`src/rtl/bpu_update_queue_if.sv`:
```
// Bus between the EX stage, the update queue and the predictor update port.
// The master side is the EX stage plus the predictor (it produces resolved
// branches and the stall). The slave side is the queue itself.
interface bpu_update_queue_if #(
    parameter int ADDR_WIDTH = 30,
    parameter int h_width    = 8,
    parameter int k_width    = 12
);
    logic                  ex_valid;
    logic                  ex_ready;
    logic [ADDR_WIDTH-1:0] ex_pc;
    logic [h_width-1:0]    ex_bh_hashed;
    logic [k_width-1:0]    ex_pc_hashed;
    logic [2:0]            ex_kind;
    logic                  ex_taken_real;
    logic                  ex_taken_pdc;
    logic [1:0]            ex_taken_pdch_b;

    logic                  upd_stall;
    logic                  upd_en;
    logic [ADDR_WIDTH-1:0] upd_pc;
    logic [h_width-1:0]    upd_bh_hashed;
    logic [k_width-1:0]    upd_pc_hashed;
    logic                  upd_taken_real;
    logic [1:0]            upd_taken_pdch_b;

    modport master (
        output ex_valid, ex_pc, ex_bh_hashed, ex_pc_hashed, ex_kind,
               ex_taken_real, ex_taken_pdc, ex_taken_pdch_b, upd_stall,
        input  ex_ready, upd_en, upd_pc, upd_bh_hashed, upd_pc_hashed,
               upd_taken_real, upd_taken_pdch_b
    );

    modport slave (
        input  ex_valid, ex_pc, ex_bh_hashed, ex_pc_hashed, ex_kind,
               ex_taken_real, ex_taken_pdc, ex_taken_pdch_b, upd_stall,
        output ex_ready, upd_en, upd_pc, upd_bh_hashed, upd_pc_hashed,
               upd_taken_real, upd_taken_pdch_b
    );
endinterface

```
`src/rtl/bpu_update_queue.sv`:
```
// Branch predictor update queue: buffers resolved DIRECT_JUMP outcomes from
// EX and replays them one per cycle onto the predictor's update port,
// absorbing update-port stalls and keeping branch/mispredict statistics.
module bpu_update_queue #(
    parameter int ADDR_WIDTH = 30,
    parameter int h_width    = 8,
    parameter int k_width    = 12,
    parameter int DEPTH      = 4
) (
    input  logic               clk,
    input  logic               rstn,
    bpu_update_queue_if.slave  bus,
    output logic               mispredict,
    output logic [31:0]        branch_cnt,
    output logic [31:0]        mispred_cnt
);
    localparam int IDX_W = $clog2(DEPTH);
    localparam int PTR_W = IDX_W + 1;
    localparam logic [2:0] KIND_DIRECT_JUMP = 3'd1;

    typedef struct packed {
        logic [ADDR_WIDTH-1:0] pc;
        logic [h_width-1:0]    bh_hashed;
        logic [k_width-1:0]    pc_hashed;
        logic                  taken_real;
        logic [1:0]            taken_pdch_b;
    } entry_t;

    entry_t            mem [DEPTH];
    entry_t            head;
    logic [PTR_W-1:0]  wr_ptr;
    logic [PTR_W-1:0]  rd_ptr;
    logic [IDX_W-1:0]  wr_idx;
    logic [IDX_W-1:0]  rd_idx;
    logic              empty;
    logic              full;
    logic              accept;
    logic              dequeue;
    logic              accept_mispred;
    logic [31:0]       branch_count;
    logic [31:0]       mispred_count;

    assign wr_idx = wr_ptr[IDX_W-1:0];
    assign rd_idx = rd_ptr[IDX_W-1:0];
    assign head   = mem[rd_idx];

    // Occupancy flags and the accept/dequeue decisions for this cycle.
    always_comb begin
        empty          = (wr_ptr == rd_ptr);
        full           = (wr_idx == rd_idx) && (wr_ptr[IDX_W] != rd_ptr[IDX_W]);
        accept         = bus.ex_valid && !full && (bus.ex_kind == KIND_DIRECT_JUMP);
        dequeue        = !empty && !bus.upd_stall;
        accept_mispred = accept && (bus.ex_taken_real != bus.ex_taken_pdc);
    end

    // Drive the EX handshake and present the head entry to the predictor.
    always_comb begin
        bus.ex_ready         = !full;
        bus.upd_en           = dequeue;
        bus.upd_pc           = head.pc;
        bus.upd_bh_hashed    = head.bh_hashed;
        bus.upd_pc_hashed    = head.pc_hashed;
        bus.upd_taken_real   = head.taken_real;
        bus.upd_taken_pdch_b = head.taken_pdch_b;
    end

    // Entry storage is data only, so it is left out of the reset domain.
    always_ff @(posedge clk) begin
        if (accept) begin
            mem[wr_idx] <= '{pc:           bus.ex_pc,
                             bh_hashed:    bus.ex_bh_hashed,
                             pc_hashed:    bus.ex_pc_hashed,
                             taken_real:   bus.ex_taken_real,
                             taken_pdch_b: bus.ex_taken_pdch_b};
        end
    end

    // Pointers carry one extra wrap bit so full and empty stay distinguishable.
    always_ff @(posedge clk or negedge rstn) begin
        if (!rstn) begin
            wr_ptr <= '0;
            rd_ptr <= '0;
        end else begin
            if (accept) begin
                wr_ptr <= wr_ptr + PTR_W'(1);
            end
            if (dequeue) begin
                rd_ptr <= rd_ptr + PTR_W'(1);
            end
        end
    end

    // Statistics and the one-cycle mispredict pulse for the entry just taken.
    always_ff @(posedge clk or negedge rstn) begin
        if (!rstn) begin
            branch_count  <= '0;
            mispred_count <= '0;
            mispredict    <= 1'b0;
        end else begin
            mispredict <= accept_mispred;
            if (accept) begin
                branch_count <= branch_count + 32'd1;
            end
            if (accept_mispred) begin
                mispred_count <= mispred_count + 32'd1;
            end
        end
    end

    assign branch_cnt  = branch_count;
    assign mispred_cnt = mispred_count;
endmodule

```
`src/flat_wrapper.sv`:
```
// flat-port wrapper written by rule: the top's interface ports become plain ports
module bpu_update_queue_flat 
#(
    parameter int ADDR_WIDTH = 30,
    parameter int h_width    = 8,
    parameter int k_width    = 12,
    parameter int DEPTH      = 4
)
  (clk, rstn, mispredict, branch_cnt, mispred_cnt, bus_ex_valid, bus_ex_pc, bus_ex_bh_hashed, bus_ex_pc_hashed, bus_ex_kind, bus_ex_taken_real, bus_ex_taken_pdc, bus_ex_taken_pdch_b, bus_upd_stall, bus_ex_ready, bus_upd_en, bus_upd_pc, bus_upd_bh_hashed, bus_upd_pc_hashed, bus_upd_taken_real, bus_upd_taken_pdch_b);
  bpu_update_queue_if #(.ADDR_WIDTH(ADDR_WIDTH), .h_width(h_width), .k_width(k_width)) bus_i ();
  input  logic clk;
  input  logic rstn;
  output logic mispredict;
  output logic [31:0] branch_cnt;
  output logic [31:0] mispred_cnt;
  input wire logic [$bits(bus_i.ex_valid)-1:0] bus_ex_valid;
  input wire logic [$bits(bus_i.ex_pc)-1:0] bus_ex_pc;
  input wire logic [$bits(bus_i.ex_bh_hashed)-1:0] bus_ex_bh_hashed;
  input wire logic [$bits(bus_i.ex_pc_hashed)-1:0] bus_ex_pc_hashed;
  input wire logic [$bits(bus_i.ex_kind)-1:0] bus_ex_kind;
  input wire logic [$bits(bus_i.ex_taken_real)-1:0] bus_ex_taken_real;
  input wire logic [$bits(bus_i.ex_taken_pdc)-1:0] bus_ex_taken_pdc;
  input wire logic [$bits(bus_i.ex_taken_pdch_b)-1:0] bus_ex_taken_pdch_b;
  input wire logic [$bits(bus_i.upd_stall)-1:0] bus_upd_stall;
  output wire logic [$bits(bus_i.ex_ready)-1:0] bus_ex_ready;
  output wire logic [$bits(bus_i.upd_en)-1:0] bus_upd_en;
  output wire logic [$bits(bus_i.upd_pc)-1:0] bus_upd_pc;
  output wire logic [$bits(bus_i.upd_bh_hashed)-1:0] bus_upd_bh_hashed;
  output wire logic [$bits(bus_i.upd_pc_hashed)-1:0] bus_upd_pc_hashed;
  output wire logic [$bits(bus_i.upd_taken_real)-1:0] bus_upd_taken_real;
  output wire logic [$bits(bus_i.upd_taken_pdch_b)-1:0] bus_upd_taken_pdch_b;
  assign bus_i.ex_valid = bus_ex_valid;
  assign bus_i.ex_pc = bus_ex_pc;
  assign bus_i.ex_bh_hashed = bus_ex_bh_hashed;
  assign bus_i.ex_pc_hashed = bus_ex_pc_hashed;
  assign bus_i.ex_kind = bus_ex_kind;
  assign bus_i.ex_taken_real = bus_ex_taken_real;
  assign bus_i.ex_taken_pdc = bus_ex_taken_pdc;
  assign bus_i.ex_taken_pdch_b = bus_ex_taken_pdch_b;
  assign bus_i.upd_stall = bus_upd_stall;
  assign bus_ex_ready = bus_i.ex_ready;
  assign bus_upd_en = bus_i.upd_en;
  assign bus_upd_pc = bus_i.upd_pc;
  assign bus_upd_bh_hashed = bus_i.upd_bh_hashed;
  assign bus_upd_pc_hashed = bus_i.upd_pc_hashed;
  assign bus_upd_taken_real = bus_i.upd_taken_real;
  assign bus_upd_taken_pdch_b = bus_i.upd_taken_pdch_b;
  bpu_update_queue #(.ADDR_WIDTH(ADDR_WIDTH), .h_width(h_width), .k_width(k_width), .DEPTH(DEPTH)) u_core (.clk(clk), .rstn(rstn), .bus(bus_i), .mispredict(mispredict), .branch_cnt(branch_cnt), .mispred_cnt(mispred_cnt));
endmodule
```
`config.mk`:
```
export PLATFORM = sky130hd
export DESIGN_NAME = bpu_update_queue_flat
export DESIGN_NICKNAME = d
export VERILOG_FILES = /design/src/rtl/bpu_update_queue_if.sv /design/src/rtl/bpu_update_queue.sv /design/src/flat_wrapper.sv
export SDC_FILE = /design/constraint.sdc
export NUM_CORES = 1
export LEC_CHECK = 0
export CAP_MARGIN = 40
export CORE_MARGIN = 2
export CORE_UTILIZATION = 48
export DETAILED_ROUTE_END_ITERATION = 10
export PLACE_DENSITY_LB_ADDON = 0.1
export SYNTH_ARGS = -nofsm -noshare
export SYNTH_HDL_FRONTEND = slang
export SYNTH_SLANG_ARGS = --single-unit
```
`constraint.sdc`:
```
create_clock -name clk -period 2.9 [get_ports clk]
set_input_delay 0.725 -clock clk [delete_from_list [all_inputs] [get_ports clk]]
set_output_delay 0.725 -clock clk [all_outputs]
set_load 0.02 [all_outputs]
```
Yosys cells after proc, flatten, opt, wreduce, memory -nomap -nowiden:

Memory sizes are Yosys's and may differ from the RTL's.
Index checks and enable logic that the tools add are counted.

* add/sub/neg operators: 4
* muxes and demuxes: 2
* reduce and logical (&&, ||, !) cells: 8
* eq/ne operators: 5

Operators with widths (count)
* adder 32 x 1 -> 32 bit (second input constant): 2
* adder 3 x 1 -> 3 bit (second input constant): 2
* logical AND 1 bit: 5
* == test 3 x 1 -> 1 bit (second input constant): 1
* == test 3 bit: 1
* zero test 1 bit: 3
* == test 2 bit: 1
* two-way mux 1 bit: 2
* inequality test 1 bit: 2

* bits of input ports: 61
* memories kept: 1
* memory bits (writable): 212
* output and inout port bits: 120
* word-level logic and storage cells: 25
* register bits after elaboration: 71

Memory list
* u_core.mem: words 4, width 53, rd ports 1, clocked after memory_dff 0, wr ports 1, RTL line bpu_update_queue.sv:29 `entry_t mem [DEPTH];`

Depth between registers and ports, before layout:

* depth after elaboration: 7
* depth in mapped cells: 7
* gate-level depth less buffers: 6

Least setup slack after synthesis:

Ideal clock, no wire load.

* path type: input -> register
* start point: in bus_ex_kind[2]
* end point: mem u_core.mem[2][0] (netlist bit) (enable)
* setup time: 0.416 ns
* arrival: 2.980 ns
* buffers on the path: 1
* required time: 2.484 ns
* cell stages on the path: 4
* path slack: -0.496 ns
* path through: nand4bb_2 -> a31oi_2 -> clkbuf_1 -> and2_1

* word-level cells in the longest chain between the ends: 4

RTL lines
* from (decl): RTL line flat_wrapper.sv:20 `input wire logic [$bits(bus_i.ex_kind)-1:0] bus_ex_kind;`
* == test 3 x 1 -> 1 bit: RTL line bpu_update_queue.sv:51 `accept = bus.ex_valid && !full && (bus.ex_kind == KIND_DIRECT_JUMP);`
* logical AND 1 bit: RTL line bpu_update_queue.sv:51
* two-way mux 1 bit: RTL line bpu_update_queue.sv:69 `if (accept) begin`
* two-way mux 1 bit (implied by the code): RTL line bpu_update_queue.sv:70 `mem[wr_idx] <= '{pc: bus.ex_pc,`
* to (decl): RTL line bpu_update_queue.sv:29

Every way passes these cells.

Final worst setup path:

* start point: reg u_core.rd_ptr[0]
* end point: out bus_upd_pc[23]

* word-level cells in the longest chain between the ends: 1

RTL lines
* from (decl): RTL line bpu_update_queue.sv:32 `logic [PTR_W-1:0] rd_ptr;`
* from (signal assigned): RTL line bpu_update_queue.sv:88 `rd_ptr <= rd_ptr + PTR_W'(1);`
* memory (4 x 53 bit)
* to (decl): RTL line flat_wrapper.sv:27 `output wire logic [$bits(bus_i.upd_pc)-1:0] bus_upd_pc;`

Every way passes these cells.

==> results.toml <==
[run_status]
status = "completed"

[timing]
rsz0062_at_grt = "yes"
skew_ns = 0.0106
slew_headroom = 0.675
drv_slew = 0
final-setup-viol-count = 0
fin_setup_tns_ns = 0
layout_min_cycle_time_ns = 2.84
hold_slack_ns = 0.214
tightest_slew_ns = 0.488
fmax_ghz = 0.353
hold_viol = 0
fin_crit_sh = 0.978

[place]
gp_congestion = 0.797
dp_hpwl_um = 13400
io_buffer_count = 180

[run]
drv_cap = 0

[synthesis]
ys_ff_latch = 283
synth_area_per_cell_um2 = 19.0
synth_edf_count = 212
yosysSeqAreaShare = 0.745
synth_warnings = 0
syn-num-nets = 642
synth.distinct_cells = 29
ys.flop_type = "edfxtp_1"
syn_inst = 574
syn_area_mm2 = 0.0109
async_flop_share = 0.251

[drt]
totalWireLength_um = 21300
drc_errors = 0
postRouteAntennaNets = 0
routedWlPerCell_um = 19.3
num_vias = 5911
dr.pass1.iters = 6
drt_iter0_markers = 236
vias_per_cell = 5.36

[layout]
regArea_mm2 = 0.00815
fillers = 1612
fin_nets = 866
area_delta_synth_final_pct = 29.5
n_antenna_cell = 0
multi_input_area_mm2 = 0.00271
drive_above_1_share = 0.188

[global_route]
grt_pass1_vias = 6347
gr-total-overflow = 0
antenna_found_initial = 0
grt_pass1_wl_um = 33600
grt_usage = 0.178
grt_max_degree = 72

[die]
die_width_um = 155
dieArea_mm2 = 0.0240
die_height_um = 155
row_count = 55
io_pins = 181
coreArea_mm2 = 0.0225
initial_core_util = 0.486

[setup_path]
crit_path_end_kind = "output pin"
cp_data_arrival_time_ns = 2.11
criticalPathCategory = "reg2out"
startpoint_type = "register"
rr_worst_depth = 6
required_ns = 2.17
cp_max_fo = 13
rrSetupSlack_ns = 0.76
reg2reg_to = "u_core.mispred_cnt[28]$_DFFE_PN0P_"
r2r-start = "u_core.rd_ptr[0]$_DFFE_PN0P_"

[cts]
clk_root_buffer_cell = "clkbuf_16"
cts_tree = "done"
cts_buffers = 29
h-tree-depth = 1
clk_pin_slew_worst_paths_ns = 0.06
cts_sinks = 283
clk_latency_ns = 0.52
hold_buffers = 0
cts.path.max_buffers = 3

[hold_path]
hold_path.class = "in2async"

[pwr]
ir_drop_uv = 447
powerDensity_mw_per_mm2 = 796
total_leakage_power_nw = 5.10
cell usage after synthesis, types with 2 or more instances:
library cell	n	share of area
nand3_1	27	0.012
inv_1	7	0.0024
xor2_1	28	0.022
ha_1	7	0.0080
and3_1	9	0.0052
clkbuf_1	5	0.0017
nor3_1	10	0.0046
edfxtp_1	212	0.58
nand4_1	17	0.0097
nand2_1	27	0.0093
mux4_2	53	0.11
buf_2	9	0.0041
and2_1	6	0.0034
dfrtp_1	71	0.16
mux2_2	2	0.0021
nor2_1	25	0.0086
and4_1	4	0.0032
xnor2_1	43	0.034
nor4_1	2	0.0011
metal layers:
metal,vias up,share of wire,wire [µm],GRT usage
li1,2675,-,-,-
met1,3034,0.44,9350,0.244
met2,174,0.49,10500,0.301
met3,28,0.052,1110,0.0315
met4,0,0.018,385,0.0432
met5,-,0,0,0
timing repair:
item | in CTS | in global routing
setup buffers | 9 | 0
resized for setup | 78 | 52
endpoints found under the setup margin | 55 | 36
where the power goes:
part | switching, W | internal [W]
sequential | 0.000179 | 0.00456
clock | 0.00141 | 0.00183
combinational | 0.00168 | 0.00160
area by class of cell:
class | count | share of cell area
Inverter | 7 | 0.00186
Multi-Input combinational cell | 269 | 0.192
Clock buffer | 39 | 0.0539
Tap cell | 285 | 0.0252
Timing Repair Buffer | 208 | 0.148
Clock inverter | 12 | 0.00389
Sequential cell | 283 | 0.576
critical path: stages (launching register included):
cell and delay [ns]:
dfrtp_4 0.43, buf_12 0.15, buf_12 0.17, mux4_2 0.51, clkdlybuf4s15_1 0.32
worst max-delay path by stage:
stage	startpoint	endpoint	cells past startpoint
5_1_grt	u_core.rd_ptr[0]$_DFFE_PN0P_	bus_upd_bh_hashed[3]	4
3_5_place_dp	bus_ex_kind[2]	u_core.branch_cnt[12]$_DFFE_PN0P_	7
4_1_cts	u_core.rd_ptr[0]$_DFFE_PN0P_	bus_upd_pc_hashed[11]	5
3_3_place_gp	bus_ex_kind[2]	u_core.mispred_cnt[23]$_DFFE_PN0P_	6
6_report	u_core.rd_ptr[0]$_DFFE_PN0P_	bus_upd_pc[23]	4
2_1_floorplan	bus_ex_kind[2]	u_core.mem[0][0]$_DFFE_PP_	4
flip-flops by register name, indices dropped and copies added, names as in the netlist:
signal / count
u_core.mem: 212
u_core.branch_cnt: 32
u_core.mispred_cnt: 32
u_core.rd_ptr: 3
u_core.wr_ptr: 3
u_core.mispredict: 1
cells in the final DEF, fill, tap and decap left out, drive strengths merged, types with 4 or more instances in the layout:
cell           count
edfxtp           212
dlygate4sd2       15
dfrtp             71
buf               37
nand2             27
nor2              25
xor2              29
and3               9
clkbuf            52
nand3             27
nand4             18
inv                7
clkdlybuf4s15     19
ha                 7
nor3              11
xnor2             43
and4               4
mux4              53
clkdlybuf4s50    124
clkinv            11
and2               6
cell families after synthesis:
| kind of cell | synth area share |
|---|---|
| DFF | 0.745 |
| and+or+nand+nor | 0.0610 |
| xor gates and xnor gates | 0.0584 |
| muxes | 0.112 |
| buffers and inverters | 0.00859 |
| adders and majority gates | 0.00801 |
| AOI/OAI and AO/OA | 0.00653 |
through the flow:
step | setup slack [ns] | utilization | instances | instance area [µm²] | power [W]
floorplan | 0.0668 | - | 574 | 10900 | 0.00676
global placement | 0.189 | 0.593 | 1043 | 13300 | 0.00825
detailed placement | 0.145 | 0.593 | 1043 | 13300 | 0.00828
CTS | 0.000570 | 0.630 | 1103 | 14200 | 0.0114
global route | -0.00135 | 0.629 | 1103 | 14100 | 0.0118
finish | 0.0647 | 0.629 | 1103 | 14100 | 0.0113
No activity file was read; power rests on OpenSTA's default activity.
